--- src/rtl/afc_freq_comparator.sv ---
// AFC frequency comparator: counts divided-VCO edges over a fixed reference window
// and issues a one-hot FAST/SLOW/FREEZE verdict with a one-cycle done strobe.
module afc_freq_comparator #(
   parameter int WIN_CYCLES    = 1024,
   parameter int SETTLE_CYCLES = 64,
   parameter int CNT_W         = 16,
   parameter int TOL           = 2
) (
   input  logic             clk,
   input  logic             rst,
   input  logic             enable,
   input  logic             fvco_div,
   input  logic [CNT_W-1:0] target_cnt,
   output logic [2:0]       comp_out,
   output logic             done,
   output logic [CNT_W-1:0] meas_cnt,
   output logic             busy
);

   localparam int SW = (SETTLE_CYCLES > 1) ? $clog2(SETTLE_CYCLES) : 1;
   localparam int WW = (WIN_CYCLES > 1) ? $clog2(WIN_CYCLES) : 1;
   localparam logic [SW-1:0]    SETTLE_LAST = SW'(SETTLE_CYCLES - 1);
   localparam logic [WW-1:0]    WIN_LAST    = WW'(WIN_CYCLES - 1);
   localparam logic [CNT_W:0]   TOL_W       = (CNT_W + 1)'(TOL);
   localparam logic [CNT_W-1:0] CNT_MAX     = {CNT_W{1'b1}};
   localparam logic [2:0] V_FAST   = 3'b100;
   localparam logic [2:0] V_SLOW   = 3'b010;
   localparam logic [2:0] V_FREEZE = 3'b001;
   localparam logic [2:0] V_NONE   = 3'b000;

   typedef enum logic [2:0] {
      ST_IDLE    = 3'd0,
      ST_SETTLE  = 3'd1,
      ST_MEASURE = 3'd2,
      ST_COMPARE = 3'd3,
      ST_REPORT  = 3'd4,
      ST_HALT    = 3'd5
   } state_t;

   state_t           state_r;
   state_t           state_nx_s;
   logic             s1_r;
   logic             s2_r;
   logic             s3_r;
   logic             rise_s;
   logic [SW-1:0]    settle_cnt_r;
   logic [WW-1:0]    win_cnt_r;
   logic             settle_last_s;
   logic             win_last_s;
   logic [CNT_W-1:0] edge_cnt_r;
   logic [CNT_W-1:0] target_r;
   logic [CNT_W-1:0] meas_cnt_r;
   logic [CNT_W:0]   cnt_ext_s;
   logic [CNT_W:0]   tgt_ext_s;
   logic [CNT_W:0]   hi_s;
   logic [CNT_W:0]   lo_s;
   logic [2:0]       verdict_s;
   logic [2:0]       comp_out_r;
   logic [2:0]       comp_nx_s;
   logic             done_r;
   logic             busy_r;
   logic             busy_nx_s;

   assign rise_s        = s2_r & ~s3_r;
   assign settle_last_s = (settle_cnt_r == SETTLE_LAST);
   assign win_last_s    = (win_cnt_r == WIN_LAST);

   assign comp_out = comp_out_r;
   assign done     = done_r;
   assign meas_cnt = meas_cnt_r;
   assign busy     = busy_r;

   // Verdict from the finished window count; lo saturates at zero.
   always_comb begin
      cnt_ext_s = {1'b0, edge_cnt_r};
      tgt_ext_s = {1'b0, target_r};
      hi_s      = tgt_ext_s + TOL_W;
      if (tgt_ext_s >= TOL_W) begin
         lo_s = tgt_ext_s - TOL_W;
      end else begin
         lo_s = {(CNT_W + 1){1'b0}};
      end
      if (cnt_ext_s > hi_s) begin
         verdict_s = V_FAST;
      end else if (cnt_ext_s < lo_s) begin
         verdict_s = V_SLOW;
      end else begin
         verdict_s = V_FREEZE;
      end
   end

   // Next-state logic; enable low aborts to IDLE from every state.
   always_comb begin
      state_nx_s = state_r;
      case (state_r)
         ST_IDLE: begin
            if (enable) begin
               state_nx_s = ST_SETTLE;
            end else begin
               state_nx_s = ST_IDLE;
            end
         end
         ST_SETTLE: begin
            if (!enable) begin
               state_nx_s = ST_IDLE;
            end else if (settle_last_s) begin
               state_nx_s = ST_MEASURE;
            end else begin
               state_nx_s = ST_SETTLE;
            end
         end
         ST_MEASURE: begin
            if (!enable) begin
               state_nx_s = ST_IDLE;
            end else if (win_last_s) begin
               state_nx_s = ST_COMPARE;
            end else begin
               state_nx_s = ST_MEASURE;
            end
         end
         ST_COMPARE: begin
            if (!enable) begin
               state_nx_s = ST_IDLE;
            end else begin
               state_nx_s = ST_REPORT;
            end
         end
         ST_REPORT: begin
            if (!enable) begin
               state_nx_s = ST_IDLE;
            end else if (comp_out_r == V_FREEZE) begin
               state_nx_s = ST_HALT;
            end else begin
               state_nx_s = ST_SETTLE;
            end
         end
         ST_HALT: begin
            if (!enable) begin
               state_nx_s = ST_IDLE;
            end else begin
               state_nx_s = ST_HALT;
            end
         end
         default: state_nx_s = ST_IDLE;
      endcase
   end

   // Next values of the registered outputs, decoded from the state being entered.
   always_comb begin
      comp_nx_s = V_NONE;
      busy_nx_s = 1'b0;
      case (state_nx_s)
         ST_REPORT: begin
            comp_nx_s = verdict_s;
            busy_nx_s = 1'b1;
         end
         ST_HALT: begin
            comp_nx_s = comp_out_r;
            busy_nx_s = 1'b0;
         end
         ST_SETTLE, ST_MEASURE, ST_COMPARE: begin
            comp_nx_s = V_NONE;
            busy_nx_s = 1'b1;
         end
         default: begin
            comp_nx_s = V_NONE;
            busy_nx_s = 1'b0;
         end
      endcase
   end

   // State register.
   always_ff @(posedge clk) begin
      if (rst) begin
         state_r <= ST_IDLE;
      end else begin
         state_r <= state_nx_s;
      end
   end

   // Synchroniser and history flop for fvco_div; free-running in every state.
   always_ff @(posedge clk) begin
      if (rst) begin
         s1_r <= 1'b0;
         s2_r <= 1'b0;
         s3_r <= 1'b0;
      end else begin
         s1_r <= fvco_div;
         s2_r <= s1_r;
         s3_r <= s2_r;
      end
   end

   // Settle and window cycle counters; each restarts at zero on entry to its state.
   always_ff @(posedge clk) begin
      if (rst) begin
         settle_cnt_r <= {SW{1'b0}};
         win_cnt_r    <= {WW{1'b0}};
      end else begin
         if ((state_r == ST_SETTLE) && (state_nx_s == ST_SETTLE)) begin
            settle_cnt_r <= settle_cnt_r + {{(SW - 1){1'b0}}, 1'b1};
         end else begin
            settle_cnt_r <= {SW{1'b0}};
         end
         if ((state_r == ST_MEASURE) && (state_nx_s == ST_MEASURE)) begin
            win_cnt_r <= win_cnt_r + {{(WW - 1){1'b0}}, 1'b1};
         end else begin
            win_cnt_r <= {WW{1'b0}};
         end
      end
   end

   // Saturating edge counter and target latch, both armed on entry to MEASURE.
   always_ff @(posedge clk) begin
      if (rst) begin
         edge_cnt_r <= {CNT_W{1'b0}};
         target_r   <= {CNT_W{1'b0}};
      end else if ((state_r == ST_SETTLE) && (state_nx_s == ST_MEASURE)) begin
         edge_cnt_r <= {CNT_W{1'b0}};
         target_r   <= target_cnt;
      end else if ((state_r == ST_MEASURE) && rise_s && (edge_cnt_r != CNT_MAX)) begin
         edge_cnt_r <= edge_cnt_r + {{(CNT_W - 1){1'b0}}, 1'b1};
      end else begin
         edge_cnt_r <= edge_cnt_r;
      end
   end

   // Registered outputs; done and a fresh meas_cnt only when REPORT is entered.
   always_ff @(posedge clk) begin
      if (rst) begin
         comp_out_r <= V_NONE;
         done_r     <= 1'b0;
         busy_r     <= 1'b0;
         meas_cnt_r <= {CNT_W{1'b0}};
      end else begin
         comp_out_r <= comp_nx_s;
         done_r     <= (state_nx_s == ST_REPORT);
         busy_r     <= busy_nx_s;
         if (state_nx_s == ST_REPORT) begin
            meas_cnt_r <= edge_cnt_r;
         end else begin
            meas_cnt_r <= meas_cnt_r;
         end
      end
   end

endmodule

--- config.mk ---
export PLATFORM = sky130hd
export DESIGN_NAME = afc_freq_comparator
export DESIGN_NICKNAME = d
export VERILOG_FILES = /design/src/rtl/afc_freq_comparator.sv
export SDC_FILE = /design/constraint.sdc
export NUM_CORES = 1
export LEC_CHECK = 0
export ABC_AREA = 1
export CAP_MARGIN = 30
export CORE_MARGIN = 2
export CORE_UTILIZATION = 31
export CTS_BUF_LIST = sky130_fd_sc_hd__clkbuf_4
export DETAILED_ROUTE_END_ITERATION = 10
export PLACE_DENSITY = 0.49
export REMOVE_ABC_BUFFERS = 1
export SYNTH_ARGS = -nofsm -noshare
export SYNTH_HDL_FRONTEND = slang
export SYNTH_SLANG_ARGS = --single-unit
--- constraint.sdc ---
create_clock -name clk -period 3.1 [get_ports clk]
set_clock_uncertainty 0.2 [all_clocks]
set_input_delay 0.62 -clock clk [delete_from_list [all_inputs] [get_ports clk]]
set_output_delay 0.62 -clock clk [all_outputs]
set_load 0.01 [all_outputs]
# Word-level counts from Yosys, hierarchy flattened
# Cells that the tools add are included.
[word_totals] register_bits=75 input_bits=20 word_cells=63
[classes] addsub=5 order_cmp=3 n_eq_ne=14 n_mux=15 bitwise_logic=4 reduce_logical=10
[ops] cell="$pmux W3 S6" count=1
[ops] cell="$add A16 B2 Y17 const B" count=1
[ops] cell="$gt A16 B17 Y1" count=1
[ops] cell="$lt A16 B17 Y1" count=1
[ops] cell="$mux W17" count=1
[ops] cell="$sub A16 B2 Y17 const B" count=1
[ops] cell="$add A16 B1 Y16 const B" count=1
[ops] cell="$ge A16 B2 Y1 const B" count=1
[ops] cell="$ne A16 B16 Y1 const B" count=1
[ops] cell="$mux W3" count=5
[ops] cell="$eq A3 B2 Y1 const B" count=4
[ops] cell="$eq A3 B3 Y1 const B" count=4
[ops] cell="$add A10 B1 Y10 const B" count=1
[ops] cell="$eq A10 B10 Y1 const B" count=1
[ops] cell="$eq A3 B1 Y1 const B" count=3
[ops] cell="$mux W2" count=4
[ops] cell="$add A6 B1 Y6 const B" count=1
[ops] cell="$eq A6 B6 Y1 const B" count=1
[ops] cell="$pmux W3 S2" count=1
[ops] cell="$reduce_or A2 Y1" count=3
[ops] cell="$logic_and A1 B1 Y1" count=5
[ops] cell="$reduce_or A4 Y1" count=1
[ops] cell="$logic_not A3 Y1" count=1
[ops] cell="$mux W1" count=3
[ops] cell="other kinds (2)" count=4

# Longest topological paths before layout
# Gate-level depths: netlist of run 1.
[logic_depth] depth_word=8 ltp_mapped=22 depth_no_buf=22

# Worst setup path before layout of run 1
# No wires, ideal clock.
[synth_timing] path_kind="reg-to-reg" startpoint="reg target_r[1]" endpoint="reg comp_out_r[0], in the netlist comp_out[0]" t_arrival_ns=2.459 slack_ns=0.309 stages_incl_launch_ff=22 path_buffers=0 period_less_slack_ns=2.791 path_cell_list="dfxtp_1 ha_1 nand2_1 nor2_1 inv_1 nor2_1 inv_1 nor2_1 inv_1 nor3_2 nand2_1 xor2_1 ha_1 nand2_1 inv_1 nand3_1 nor2_1 nand4_1 nand3_1 nand2_1 nand3_1 a21oi_1"
[synth_between] elab_chain_len=6
[synth_lines] item="start: declaration" line_no="51" rtl="logic [CNT_W-1:0] target_r;"
[synth_lines] item="start signal: assignment" line_no="217" rtl="target_r <= {CNT_W{1'b0}};"
[synth_lines] item="start signal: assignment" line_no="220" rtl="target_r <= target_cnt;"
[synth_lines] item="$sub A16 B2 Y17 / $ge A16 B2 Y1 (equally long branches)" line_no="79, 78"
[synth_lines] item="$mux W17" line_no="78" rtl="if (tgt_ext_s >= TOL_W) begin"
[synth_lines] item="$lt A16 B17 Y1" line_no="85" rtl="end else if (cnt_ext_s < lo_s) begin"
[synth_lines] item="$mux W2" line_no="85"
[synth_lines] item="$mux W3 (*)" line_no="83" rtl="if (cnt_ext_s > hi_s) begin"
[synth_lines] item="$pmux W3 S2 (*)" line_no="152" rtl="case (state_nx_s)"
[synth_lines] item="end signal: assignment" line_no="236" rtl="comp_out_r <= comp_nx_s;"
[synth_lines] item="end: declaration" line_no="58" rtl="logic [2:0] comp_out_r;"
# Mark *: on every way between the ends. The rest lies on a longest branch, timed or not.
# A chain may end at the register's enable or synchronous reset.

# Worst setup path after layout of run 1
# Same ends and word-level chain as after synthesis.

==> results of run 1 <==
cell families (layout without fill, tap and decap cells):
group,Yosys count,in the layout,share of synthesized area
XOR/XNOR,24,24,0.0465
adder cells (fa/ha/maj),36,36,0.0997
AND/OR/NAND/NOR,279,279,0.302
flip-flops,75,75,0.332
buffers and inverters,88,141,0.0809
AO/OA/AOI/OAI,117,117,0.138
through the flow:
stage,power [mW],hold slack [ps]
6_report,1.64,230
5_1_grt,1.70,261
4_1_cts,1.67,238
3_5_place_dp,1.05,209
3_3_place_gp,1.05,201
2_1_floorplan,1.01,188
power by group:
part	switching, mW	internal [mW]	total (mW)
logic	0.0267	0.0285	0.0552
clock network	0.434	0.185	0.619
registers	0.00155	0.966	0.967
cell usage after synthesis (all sizes together):
cell,n,area share
nand2,125,0.11
dfxtp,75,0.33
inv,72,0.060
nor2,69,0.066
a21oi,65,0.073
o21ai,41,0.046
ha,36,0.10
nand3,34,0.040
nor3,22,0.034
xor2,19,0.037
nand4,13,0.025
buf,9,0.015
clkbuf,7,0.0058
nor3b,6,0.010
nor4,5,0.010
xnor2,5,0.0097
a21o,3,0.0050
and3,2,0.0028
o21a,2,0.0033
o31ai,2,0.0033
or2,2,0.0028
a2111oi,1,0.0019
a211o,1,0.0019
nor2b,1,0.0014
o211ai,1,0.0017
o21bai,1,0.0017
cells in the final DEF (no fill, tap or decap), types with 4 or more instances in the layout:
master / Yosys / routed
a21oi_1: 64 / 61
nand3_1: 33 / 29
o21ai_0: 39 / 36
nor3_2: 6 / 5
o21ai_1: 1 / 4
xnor2_1: 5 / 5
nand2_1: 113 / 110
nand4_1: 11 / 11
nand3_2: 0 / 4
inv_1: 61 / 58
nor3_1: 15 / 15
buf_4: 2 / 13
nand2_2: 12 / 14
nor2_2: 10 / 15
clkdlybuf4s50_1: 0 / 40
xor2_1: 19 / 19
ha_1: 36 / 33
dfxtp_1: 75 / 72
nor2_1: 57 / 52
nor3b_1: 6 / 6
inv_2: 11 / 13
a21oi_2: 1 / 4
clkbuf_4: 0 / 9
flip-flops by register name, summed over array words and instances (netlist names):
signal,flops
edge_cnt_r,16
meas_cnt,16
target_r,16
win_cnt_r,10
settle_cnt_r,6
comp_out,3
state_r,3
busy,1
done,1
s1_r,1
s2_r,1
s3_r,1
per-layer routing:
layer  GRT usage  up-vias  share of wire
li1            -     2143              -
met2       0.247       56           0.46
met3      0.0352       11          0.037
met1       0.186     1839           0.49
met5           0        -              0
met4      0.0350        0          0.013
layout make-up:
class | instances | share of cell area
multi-input combinational | 456 | 0.509
sequential | 75 | 0.280
timing repair buffer | 53 | 0.0922
inverter | 72 | 0.0505
tap | 184 | 0.0426
clock inverter | 7 | 0.0130
clock buffer | 9 | 0.0125
critical path, delay by kind of cell (launching register included):
| family | cells | cell delay, ps |
|---|---|---|
| xor+xnor | 1 | 160 |
| flops | 1 | 400 |
| simple gates | 13 | 1320 |
| compound gates | 1 | 50 |
| fa+ha+maj | 2 | 450 |
| buf+inv | 4 | 260 |
timing repair:
action	in CTS	in global routing
buffers inserted	0	2
gates resized for setup	0	36
setup endpoints to repair	0	3
worst max-delay path by stage:
stage                     slack [ps]           to  depth (start not counted)        start
after floorplan                  300  comp_out[0]                         21  target_r[1]
after global placement           200  comp_out[1]                         21  target_r[1]
after detailed placement         110  comp_out[0]                         21  target_r[1]
after CTS                         90  comp_out[2]                         20  target_r[1]
after global routing             -70  comp_out[2]                         20  target_r[1]
final                            170  comp_out[0]                         21  target_r[1]
==> reports/summary.txt, run 1 <==
Reg2Reg Setup Slack: 170 ps
Mapped Cells: 619
Worst path required time: 3270 ps
Final period util: 0.947
CP cell instances: ha_4, nand2_2, nor2_2, inv_1, nor2_1, inv_1, nor2_2, inv_2, nor3_4, nand2_1, xor2_1, ha_2, nand2_1, inv_2, nand3_2, nor2_2, nand4_1, nand3_1, nand2_2, nand3_2, a21oi_2
Synth cell types: 41
Antenna violations before repair: 0
Utilization after layout: 0.376
CTS tree: built
Register area share after synthesis: 0.332
Max IR drop VDD: 0.157 mV
I/O Buffers: 40
Global-route usage over all layers: 0.145
First-pass GRT wire length: 18,400 um
RSZ-0062 raised after global routing: true
CORE AREA: 0.0144 sq mm
Filler cells: 1,529
Vias in the first global route: 3,847
Final #Nets: 723
Placed Area: 0.00513 sq mm
Sequential cell area: 0.00151 sq mm
Area taken by multi-input logic gates: 0.00275 sq mm
Root Driver: clkbuf_4
Final WS setup: 166 ps
FP Rows: 44
Worst Path Max Fanout: 3
Die Wd: 125 um
Post-detail-place hpwl: 8570 um
Tightest Pin Transition: 619 ps
Slew HR: 0.586
Area Overhead vs Synth: 19.6%
Final min period: 2930 ps
Max Cap Violations: 0
Arr. time, crit path: 3100 ps
Final RePlAce weighted congestion: 0.902
Setup TNS: 0 ps
Seq cells post-synth: 75
Ant. Diodes: 0
Global route overflow: 0
Hold depth: 2
Vias/cell: 4.73
Non-Filler Instances: 856
Setup violations, final: 0
R2r startpoint: target_r[1]
DR iter-0 viols: 134
Reg clk slew, reported paths: 160 ps
DRT Pass-1 Iters: 4
Die Span Y: 125 um
DR DRC count: 0
Hold Crit Class: reg -> reg
Min-Delay Endpoint: s2_r
Dpl cells: 838
CTS buffer count: 9
WL per Instance: 13.0 um
Synth warn: 0
Clock Latency Late Sink: 470 ps
Power per cell area: 304 mW/mm^2
CP Capture Type: flop
Leak: 2.12 nW
Initial core utilization: 0.314
Final WL: 11,200 um
Cell mode on critical path: nor2_2
Post-Syn Area per Cell: 7.30 sq um
Post-route cell area: 0.00540 sq mm
Reg2reg end: comp_out[0]
CTS Sinks: 75
Netlist Area Pre-Place: 0.00452 sq mm
Max Clock Freq: 0.341 GHz
Io pins: 41
Final Max Tran Viols: 0
Final ANT Viol Nets: 0
Hold_sp: s1_r
R2R depth: 21
CP max-delay cell: dfxtp_4
CTS hold repair buffers: 0
DP Worst Slack: 109 ps
Die Area: 0.0156 sq mm
Pin count of the biggest net entering global routing: 33
Via count: 4,049
Crit-path max cell delay: 400 ps
Status: complete, no violations
Share of cells above drive strength 1: 0.155
Maximum clock insertion buffer count: 2
Crit Path Class: reg -> reg
Startpoint types: flop
CTS H-tree lvls: 3
Final Hold Fails: 0
Note: power is estimated with default switching activity, not from simulation.
==> run 2: changes to the inputs <==
Settings changed: CORE_ASPECT_RATIO set to 1.1, SKIP_CTS_REPAIR_TIMING set to 1.
==> run 2 against run 1 <==
Hold slack worse by 20 ps. Sequential power hardly changed. Maximum frequency is 3.1% higher. Cell count is 0.82% higher. Sequential cell count stayed put. Design area is 0.39% lower. Clock power is 4.5% higher. Core utilization is 0.050 points lower. Register-to-register slack better by 90 ps. Non-clock buffer count is 1 lower. Largest power group unchanged.
==> reports/summary.txt, run 2 (synthesis results as in run 1) <==
Crit Path Class: reg -> reg
DR iter-0 viols: 160 (+19%)
Sequential cell area: 0.00151 sq mm (about the same)
Status: complete, no violations
Dpl cells: 847 (+1.1%)
Tightest Pin Transition: 616 ps (-3.16 ps)
CTS Sinks: 75 (unchanged)
Vias/cell: 4.67 (-1.2%)
Most frequent cells in the layout: nand2_1 (111), dfxtp_1 (71), a21oi_1 (63)
Die Span Y: 131 um (+4.7%)
Die Wd: 119 um (-4.5%)
Worst Path Max Fanout: 3 (unchanged)
Root Driver: clkbuf_4
Leak: 2.11 nW (-0.48%)
R2R depth: 21 (unchanged)
Power per cell area: 310 mW/mm^2 (+2.1%)
Max IR drop VDD: 0.145 mV (-7.8%)
Setup violations, final: 0 (unchanged)
Final #Nets: 722 (-0.14%)
Final WL: 11,000 um (-1.5%)
FP Rows: 46 (+4.5%)
Final min period: 2850 ps (-89.4 ps)
Startpoint types: flop
Antenna violations before repair: 0 (unchanged)
I/O Buffers: 40 (unchanged)
Final period util: 0.918 (-0.0288)
Arr. time, crit path: 3000 ps (-100 ps)
Die Area: 0.0156 sq mm (about the same)
CTS tree: built
Final Max Tran Viols: 0 (unchanged)
Filler cells: 1,524 (-0.33%)
Maximum clock insertion buffer count: 2 (unchanged)
Max Cap Violations: 0 (unchanged)
DP Worst Slack: 99.4 ps (-9.93 ps)
Hold depth: 2 (unchanged)
Pin count of the biggest net entering global routing: 33 (unchanged)
Via count: 4,033 (-0.40%)
CP Capture Type: flop
GR Util met1: 0.180 (-0.00584)
Placed Area: 0.00516 sq mm (+0.58%)
Slew HR: 0.588 (+0.00211)
CORE AREA: 0.0143 sq mm (-0.26%)
Ant. Diodes: 0 (unchanged)
Final ANT Viol Nets: 0 (unchanged)
Final WS setup: 255 ps (+89.4 ps)
Final Hold Fails: 0 (unchanged)
Io pins: 41 (unchanged)
CTS H-tree lvls: 3 (unchanged)
Worst path required time: 3260 ps (about the same)
Max Clock Freq: 0.351 GHz (+3.1%)
Hold Crit Class: reg -> reg
Post-detail-place hpwl: 8680 um (+1.3%)
Initial core utilization: 0.315 (+0.000823)
DRT Pass-1 Iters: 4 (unchanged)
Reg clk slew, reported paths: 140 ps (-20 ps)
Clock Latency Late Sink: 460 ps (about the same)
Setup TNS: 0 ps (unchanged)
DR DRC count: 0 (unchanged)
Final RePlAce weighted congestion: 0.909 (+0.68%)
Share of cells above drive strength 1: 0.137 (-0.0177)
Non-Filler Instances: 863 (+0.82%)
Global-route usage over all layers: 0.150 (+0.00427)
Vias in the first global route: 4,053 (+5.4%)
Total power: 1.67 mW (+1.7%)
Area taken by multi-input logic gates: 0.00271 sq mm (-1.4%)
Global route overflow: 0 (unchanged)
Most common cell after layout, fill and taps aside: nand2_1
Met2 Resource Use GR: 0.258 (+0.0114)
CTS buffer count: 9 (unchanged)
WL per Instance: 12.7 um (-2.3%)
GRT busiest layer: met2
Met3 GRT Util: 0.0265 (-0.00875)
First-pass GRT wire length: 18,400 um (-0.34%)
Post-route cell area: 0.00538 sq mm (-0.39%)
Area Overhead vs Synth: 19.1%
run 2: report_power, final:
group	switching [mW]	leakage [nW]	internal (mW)	total, mW
registers	0.00142	0.607	0.966	0.968
clock network	0.397	0.0706	0.249	0.647
logic	0.0259	1.44	0.0285	0.0544
total	0.425	2.11	1.24	1.67
run 2: routing by layer:
layer  vias up  part of all wire
met5         -                 0
met4         0             0.031
met3        22             0.041
met2        75              0.46
met1      1797              0.47
li1       2139                 -
run 2: per-stage QoR:
stage	hold WS (ps)	util
3_3_place_gp	197	0.360
6_report	211	0.375
4_1_cts	214	0.370
5_1_grt	256	0.375
2_1_floorplan	188	-
3_5_place_dp	195	0.360
run 2: layout make-up:
type,count,area share
well taps,192,0.0447
repair buffers,52,0.0935
clock buffers,9,0.0126
clock inverters,7,0.0140
flip-flops and latches,75,0.281
inverters,72,0.0502
multi-input cells,456,0.505
run 2: worst paths after layout:
| path | startpoint | end | slack, ps |
|---|---|---|---|
| setup / recovery | target_r[1] | comp_out[1] | 250 |
| hold / removal | s1_r | s2_r | 210 |
| setup reg to reg | target_r[1] | comp_out[1] | 250 |
| hold reg to reg | s1_r | s2_r | 210 |
run 2: worst max-delay path: stages (launching register included):
cell and delay, ps:
dfxtp_4 390, ha_4 140, nand2_2 80, nor2_4 90
inv_1 50, nor2_1 80, inv_1 70, nor2_2 140
inv_2 60, nor3_4 200, nand2_1 80, xor2_1 150
ha_1 280, nand2_1 40, inv_1 70, nand3_2 70
nor2_2 130, nand3_1 80, nand3_1 110, nand2_2 80
nand3_1 90, a21oi_1 60
